**config.mk**
```make
export PLATFORM = sky130hd
export DESIGN_NAME = alu_seq
export DESIGN_NICKNAME = d
export VERILOG_FILES = /design/src/rtl/alu_pkg.sv /design/src/rtl/alu_div_iter.sv /design/src/rtl/alu_seq.sv
export SDC_FILE = /design/constraint.sdc
export NUM_CORES = 1
export LEC_CHECK = 0
export BUFFER_PORTS_ARGS = -buffer_cell sky130_fd_sc_hd__buf_2
export CAP_MARGIN = 40
export CORE_MARGIN = 4
export CORE_UTILIZATION = 30
export DETAILED_ROUTE_END_ITERATION = 6
export PLACE_DENSITY_LB_ADDON = 0.2
export SLEW_MARGIN = 0
export SYNTH_ARGS = -nofsm -noshare
export SYNTH_HDL_FRONTEND = slang
export SYNTH_HIERARCHICAL = 1
export SYNTH_SLANG_ARGS = --single-unit
```
**constraint.sdc**
```tcl
create_clock -name clk -period 7.4 [get_ports clk]
set_clock_uncertainty 0.15 [all_clocks]
set_input_delay 2.22 -clock clk [delete_from_list [all_inputs] [get_ports clk]]
set_output_delay 2.22 -clock clk [all_outputs]
set_load 0.1 [all_outputs]
```
**src/rtl/alu_pkg.sv**
```systemverilog
// Shared constants for the sequential ALU: opcode map, FSM states and the
// bit positions of the status flags inside the registered flag vector.
package alu_pkg;

  localparam logic [3:0] OP_ADD  = 4'h0;
  localparam logic [3:0] OP_SUB  = 4'h1;
  localparam logic [3:0] OP_MUL  = 4'h2;
  localparam logic [3:0] OP_DIV  = 4'h3;
  localparam logic [3:0] OP_SHL  = 4'h4;
  localparam logic [3:0] OP_SHR  = 4'h5;
  localparam logic [3:0] OP_ROL  = 4'h6;
  localparam logic [3:0] OP_ROR  = 4'h7;
  localparam logic [3:0] OP_AND  = 4'h8;
  localparam logic [3:0] OP_OR   = 4'h9;
  localparam logic [3:0] OP_XOR  = 4'hA;
  localparam logic [3:0] OP_NOR  = 4'hB;
  localparam logic [3:0] OP_NAND = 4'hC;
  localparam logic [3:0] OP_XNOR = 4'hD;
  localparam logic [3:0] OP_GT   = 4'hE;
  localparam logic [3:0] OP_EQ   = 4'hF;

  typedef enum logic {
    ST_IDLE = 1'b0,
    ST_DIV  = 1'b1
  } state_e;

  localparam int FLAG_CARRY = 0;
  localparam int FLAG_OVF   = 1;
  localparam int FLAG_ZERO  = 2;
  localparam int FLAG_DBZ   = 3;
  localparam int FLAG_W     = 4;

endpackage

```
**src/rtl/alu_div_iter.sv**
```systemverilog
// Iterative restoring divider: one quotient bit per clock, MSB first.
// The quotient output is the value the quotient register takes on this edge,
// so it is the finished quotient in the cycle where done is high.
module alu_div_iter #(
  parameter int WIDTH = 8
) (
  input  logic             clk,
  input  logic             rst,
  input  logic             start,
  input  logic [WIDTH-1:0] dividend,
  input  logic [WIDTH-1:0] divisor,
  output logic             busy,
  output logic             done,
  output logic [WIDTH-1:0] quotient
);
  import alu_pkg::*;

  localparam int CW = (WIDTH > 1) ? $clog2(WIDTH) : 1;
  localparam logic [CW-1:0] LAST = CW'(WIDTH - 1);

  logic             busy_q, busy_d;
  logic [CW-1:0]    cnt_q, cnt_d;
  logic [WIDTH-1:0] rem_q, rem_d;
  logic [WIDTH-1:0] quo_q, quo_d;
  logic [WIDTH-1:0] dvs_q, dvs_d;
  logic [WIDTH:0]   trial;
  logic [WIDTH-1:0] diff;
  logic             fits;

  // Shift the next dividend bit into the partial remainder and subtract the divisor when it fits.
  always_comb begin
    busy_d = busy_q;
    cnt_d  = cnt_q;
    rem_d  = rem_q;
    quo_d  = quo_q;
    dvs_d  = dvs_q;
    done   = 1'b0;
    trial  = {rem_q, quo_q[WIDTH-1]};
    diff   = trial[WIDTH-1:0] - dvs_q;
    fits   = (trial >= {1'b0, dvs_q});
    if (busy_q) begin
      rem_d = fits ? diff : trial[WIDTH-1:0];
      quo_d = {quo_q[WIDTH-2:0], fits};
      cnt_d = cnt_q + 1'b1;
      if (cnt_q == LAST) begin
        done   = 1'b1;
        busy_d = 1'b0;
        cnt_d  = '0;
      end
    end else if (start) begin
      busy_d = 1'b1;
      cnt_d  = '0;
      rem_d  = '0;
      quo_d  = dividend;
      dvs_d  = divisor;
    end
  end

  // Divider state registers; reset abandons any division in progress.
  always_ff @(posedge clk) begin
    if (rst) begin
      busy_q <= 1'b0;
      cnt_q  <= '0;
      rem_q  <= '0;
      quo_q  <= '0;
      dvs_q  <= '0;
    end else begin
      busy_q <= busy_d;
      cnt_q  <= cnt_d;
      rem_q  <= rem_d;
      quo_q  <= quo_d;
      dvs_q  <= dvs_d;
    end
  end

  assign busy     = busy_q;
  assign quotient = quo_d;

endmodule

```
**src/rtl/alu_seq.sv**
```systemverilog
// Registered WIDTH-bit ALU with valid/ready on both sides. Every opcode
// completes in one cycle except a divide by a non-zero divisor, which is
// handed to the iterative divider while the FSM sits in DIV.
module alu_seq #(
  parameter int WIDTH = 8
) (
  input  logic             clk,
  input  logic             rst,
  input  logic             in_valid,
  output logic             in_ready,
  input  logic [WIDTH-1:0] A,
  input  logic [WIDTH-1:0] B,
  input  logic [3:0]       ALU_Sel,
  output logic             out_valid,
  input  logic             out_ready,
  output logic [WIDTH-1:0] ALU_Out,
  output logic             CarryOut,
  output logic             Overflow,
  output logic             Zero,
  output logic             DivByZero
);
  import alu_pkg::*;

  state_e              state_q, state_d;
  logic                out_valid_q, out_valid_d;
  logic [WIDTH-1:0]    alu_out_q, alu_out_d;
  logic [FLAG_W-1:0]   flags_q, flags_d;

  logic [WIDTH:0]      sum;
  logic [WIDTH:0]      diff;
  logic [WIDTH-1:0]    op_res;
  logic                op_carry;
  logic                op_ovf;
  logic                op_dbz;

  logic                accept;
  logic                div_start;
  logic                div_busy;
  logic                div_done;
  logic [WIDTH-1:0]    div_quotient;

  alu_div_iter #(.WIDTH(WIDTH)) u_div (
    .clk      (clk),
    .rst      (rst),
    .start    (div_start),
    .dividend (A),
    .divisor  (B),
    .busy     (div_busy),
    .done     (div_done),
    .quotient (div_quotient)
  );

  assign in_ready = (state_q == ST_IDLE) && !div_busy && (!out_valid_q || out_ready);
  assign accept   = in_valid && in_ready;

  // Single-cycle datapath: result plus carry/overflow/div-by-zero for the current opcode.
  always_comb begin
    sum      = {1'b0, A} + {1'b0, B};
    diff     = {1'b0, A} - {1'b0, B};
    op_res   = '0;
    op_carry = 1'b0;
    op_ovf   = 1'b0;
    op_dbz   = 1'b0;
    case (ALU_Sel)
      OP_ADD: begin
        op_res   = sum[WIDTH-1:0];
        op_carry = sum[WIDTH];
        op_ovf   = (A[WIDTH-1] == B[WIDTH-1]) && (sum[WIDTH-1] != A[WIDTH-1]);
      end
      OP_SUB: begin
        op_res   = diff[WIDTH-1:0];
        op_carry = diff[WIDTH];
        op_ovf   = (A[WIDTH-1] != B[WIDTH-1]) && (diff[WIDTH-1] != A[WIDTH-1]);
      end
      OP_MUL:  op_res = A * B;
      OP_DIV: begin
        op_res = '1;
        op_dbz = 1'b1;
      end
      OP_SHL: begin
        op_res   = {A[WIDTH-2:0], 1'b0};
        op_carry = A[WIDTH-1];
      end
      OP_SHR: begin
        op_res   = {1'b0, A[WIDTH-1:1]};
        op_carry = A[0];
      end
      OP_ROL: begin
        op_res   = {A[WIDTH-2:0], A[WIDTH-1]};
        op_carry = A[WIDTH-1];
      end
      OP_ROR: begin
        op_res   = {A[0], A[WIDTH-1:1]};
        op_carry = A[0];
      end
      OP_AND:  op_res = A & B;
      OP_OR:   op_res = A | B;
      OP_XOR:  op_res = A ^ B;
      OP_NOR:  op_res = ~(A | B);
      OP_NAND: op_res = ~(A & B);
      OP_XNOR: op_res = ~(A ^ B);
      OP_GT:   op_res = {{(WIDTH-1){1'b0}}, (A > B)};
      OP_EQ:   op_res = {{(WIDTH-1){1'b0}}, (A == B)};
      default: op_res = '0;
    endcase
  end

  // FSM and output register control: load results, hold under backpressure, track the divide.
  always_comb begin
    state_d     = state_q;
    out_valid_d = out_valid_q && !out_ready;
    alu_out_d   = alu_out_q;
    flags_d     = flags_q;
    div_start   = 1'b0;
    case (state_q)
      ST_IDLE: begin
        if (accept) begin
          if ((ALU_Sel == OP_DIV) && (B != '0)) begin
            div_start = 1'b1;
            state_d   = ST_DIV;
          end else begin
            alu_out_d           = op_res;
            flags_d             = '0;
            flags_d[FLAG_CARRY] = op_carry;
            flags_d[FLAG_OVF]   = op_ovf;
            flags_d[FLAG_DBZ]   = op_dbz;
            flags_d[FLAG_ZERO]  = (op_res == '0);
            out_valid_d         = 1'b1;
          end
        end
      end
      ST_DIV: begin
        if (div_done) begin
          alu_out_d          = div_quotient;
          flags_d            = '0;
          flags_d[FLAG_ZERO] = (div_quotient == '0);
          out_valid_d        = 1'b1;
          state_d            = ST_IDLE;
        end
      end
      default: state_d = ST_IDLE;
    endcase
  end

  // State, result and flag registers.
  always_ff @(posedge clk) begin
    if (rst) begin
      state_q     <= ST_IDLE;
      out_valid_q <= 1'b0;
      alu_out_q   <= '0;
      flags_q     <= '0;
    end else begin
      state_q     <= state_d;
      out_valid_q <= out_valid_d;
      alu_out_q   <= alu_out_d;
      flags_q     <= flags_d;
    end
  end

  assign out_valid = out_valid_q;
  assign ALU_Out   = alu_out_q;
  assign CarryOut  = flags_q[FLAG_CARRY];
  assign Overflow  = flags_q[FLAG_OVF];
  assign Zero      = flags_q[FLAG_ZERO];
  assign DivByZero = flags_q[FLAG_DBZ];

endmodule

```
==> impl_metrics.tcl <==
set metrics [dict create \
    hold_path_end "u_div/dvs_q[3]" \
    cp.arrival_ps 6820 \
    grt_util_all_layers 0.164 \
    wl_per_cell_um 17.1 \
    crit_family "adder cells" \
    rsz0062_at_grt "false" \
    num_rows 46 \
    clock_path_buffers 2 \
    fmax_mhz 148 \
    worst_setup_path_end_kind "flop" \
    ctsResizeCount 0 \
    synth_edf_count 0 \
    hold_buffers 0 \
    crit_path_frequent_cell "inv_1" \
    synthFlopType "dfxtp_1" \
    antenna_found_initial 0 \
    num-nets-final 757 \
    ir_drop_v 0.0000829 \
    synth_top_area_frac 0.170 \
    fin_crit_sh 0.915 \
    wirelength_um 15100 \
    final-setup-viol-count 0 \
    grt_max_degree 38 \
    dp_hpwl_um 11800 \
    crit_chain "buf_2 > ha_1 > inv_1 > fa_1 > inv_1 > fa_1 > ha_1 > inv_1 > fa_1 > inv_1 > ha_1 > a21o_2 > a21oi_1 > xnor3_1 > xnor3_1 > a31oi_1 > a21oi_1 > o211ai_2 > nand4b_1 > a311oi_2" \
    drtIter0Drc 406 \
    ys_types 79 \
    cts_made_buffers 5 \
    grt.overflow.total 0 \
    vias 4680 \
    clk_latency_ps 280 \
    synth-seq-area-share 0.170 \
    use_met3 0.0174 \
    firstDrtPassIters 5 \
    drc 0 \
    die_h_um 136 \
    async_flop_share 0 \
    drv_slew 0 \
    reg2reg_slack_ps 4250 \
    ff2ff_path_depth 8 \
    hold_class "flop to flop" \
    ys_ff_latch 42 \
    port_buffers 37 \
    r2r_start "state_q" \
    synth_area_leaders "dfxtp_1 (17%), ha_1 (13%), fa_1 (6.1%)" \
    grt_pass1_vias 4598 \
    slew_headroom 0.436 \
    crit_slowest_cell "fa_1" \
    cts_tree "yes" \
    antennaDiodeCount 0 \
    ant_nets 0 \
    max_stage_delay_ps 530 \
    ys.warnings.count 6 \
    syn-num-nets 743 \
    met2_usage 0.256 \
    yosysTopAreaCell "dfxtp_1" \
    min_period_ps 6770 \
    critPathKind "primary input to flop" \
    whs_path_depth 2 \
    p_total_uw 866 \
    io_pins 38 \
    worst_hold_startpoint "u_div/dvs_q[3]" \
    critPathLaunchType "primary input" \
    vias_per_cell 5.29 \
    finalHoldViolCount 0 \
    worstPathRequired_ps 7450 \
    cts_sinks 42 \
    initial_core_util 0.309 \
    status "completed" \
    die_w_um 136 \
    syn_area_per_cell_sq_um 7.56 \
    grtUsageMet1 0.238 \
    grt_busiest_layer "met2" \
    syn_area_sq_um 4950 \
    tightest_slew_ps 845 \
    crit_buf_inv 5 \
    post_cts_buffers 0 \
    gp_congestion 0.877 \
    layout-drive-gt1-share 0.112 \
    r2r_end "flags_q[2]" \
    htreeDepth 2 \
    drv_cap 0 \
    power_density_nw_per_um2 161 \
    grt_pass1_wl_um 24300 \
    syn2layout_area_growth_pct 8.67 \
    timing.critical_path.fanout_max 6 \
    root_buffer "clkbuf_16" \
    die-area_sq_um 18600 \
    nFillCells 1800 \
    setup_tns_ps 0 \
    clk_pin_slew_worst_paths_ps 60 \
    fin_util 0.336 \
    most-common-layout-cells "nand2_1 (80), nor2_1 (62), inv_1 (60), ha_1 (50), a21oi_1 (44)" \
    coreArea_sq_um 16000 \
    final_common_cell "nand2_1" \
    synth_cells 654 \
    p_leak_nw 2.31 \
]
-- worst max path at each step --
stage	from	to	slack [ps]	depth (start not counted)
after floorplan	out_ready	in_ready	640	2
after global placement	B[2]	flags_q[2]	380	20
after detailed placement	B[2]	flags_q[2]	330	20
after CTS	B[2]	flags_q[2]	610	20
after global routing	B[2]	flags_q[2]	310	20
final	B[2]	flags_q[2]	630	20
-- layer usage --
layer,up-vias,part of all wire
met5,-,0
met4,0,0.023
met3,21,0.046
met2,128,0.45
met1,2225,0.48
li1,2306,-
-- metrics by stage --
stage / cell area [sq um] / hold WS (ps) / std cells / setup WS (ps)
floorplan: 4950 / 286 / 654 / 643
global placement: 5190 / 298 / 874 / 383
detailed placement: 5210 / 300 / 877 / 327
CTS: 5380 / 309 / 885 / 609
global route: 5380 / 327 / 885 / 308
finish: 5380 / 307 / 885 / 632
-- logic make-up after synthesis --
| logic type | synth area share |
|---|---|
| mux | 0.0432 |
| simple gates | 0.234 |
| flops | 0.170 |
| buf+inv | 0.0969 |
| compound gates | 0.228 |
| fa+ha+maj | 0.187 |
| xor+xnor | 0.0410 |
-- state kept, by name, indices dropped and copies added (netlist names) --
signal / cells
ALU_Out: 8
u_div/dvs_q: 8
u_div/quo_q: 8
u_div/rem_q: 8
flags_q: 4
u_div/cnt_q: 3
out_valid: 1
state_q: 1
u_div/busy: 1
-- worst min-delay path: cells and delay by family, from the launching register on --
kind,cells,cell delay (ps)
DFF,1,310
AOI/OAI and AO/OA,1,50
and+or+nand+nor,1,50
-- synth_stat cells, types with 5 or more instances --
library cell	instances
o22ai_1	5
nor4_1	6
nand2b_1	11
dfxtp_1	42
nor3_1	13
xnor2_1	12
a22oi_1	5
clkbuf_1	16
buf_6	5
nor2b_1	19
a21o_1	6
buf_2	7
a31oi_1	6
o21ai_1	14
nor2_1	62
fa_1	15
nand2_1	80
o21ai_0	16
o211ai_1	17
nand3_1	15
mux2i_1	18
xor2_1	6
a21oi_1	44
ha_1	50
inv_1	60
a211oi_1	6
and2_1	6
-- report_power, final --
part | switching (mW) | internal (mW) | leakage (nW)
combinational | 0.247 | 0.131 | 1.89
sequential | 0.00539 | 0.234 | 0.341
clock | 0.0887 | 0.160 | 0.0781
-- layout make-up --
class / count / area (sq um) / area share
clock buffer: 7 / 133 / 0.0247
clock inverter: 1 / 30.0 / 0.00559
tap: 216 / 270 / 0.0503
multi-input combinational: 511 / 3630 / 0.675
inverter: 64 / 240 / 0.0447
timing repair buffer: 44 / 235 / 0.0438
sequential: 42 / 841 / 0.156
Note: power is estimated with default switching activity, not from simulation.
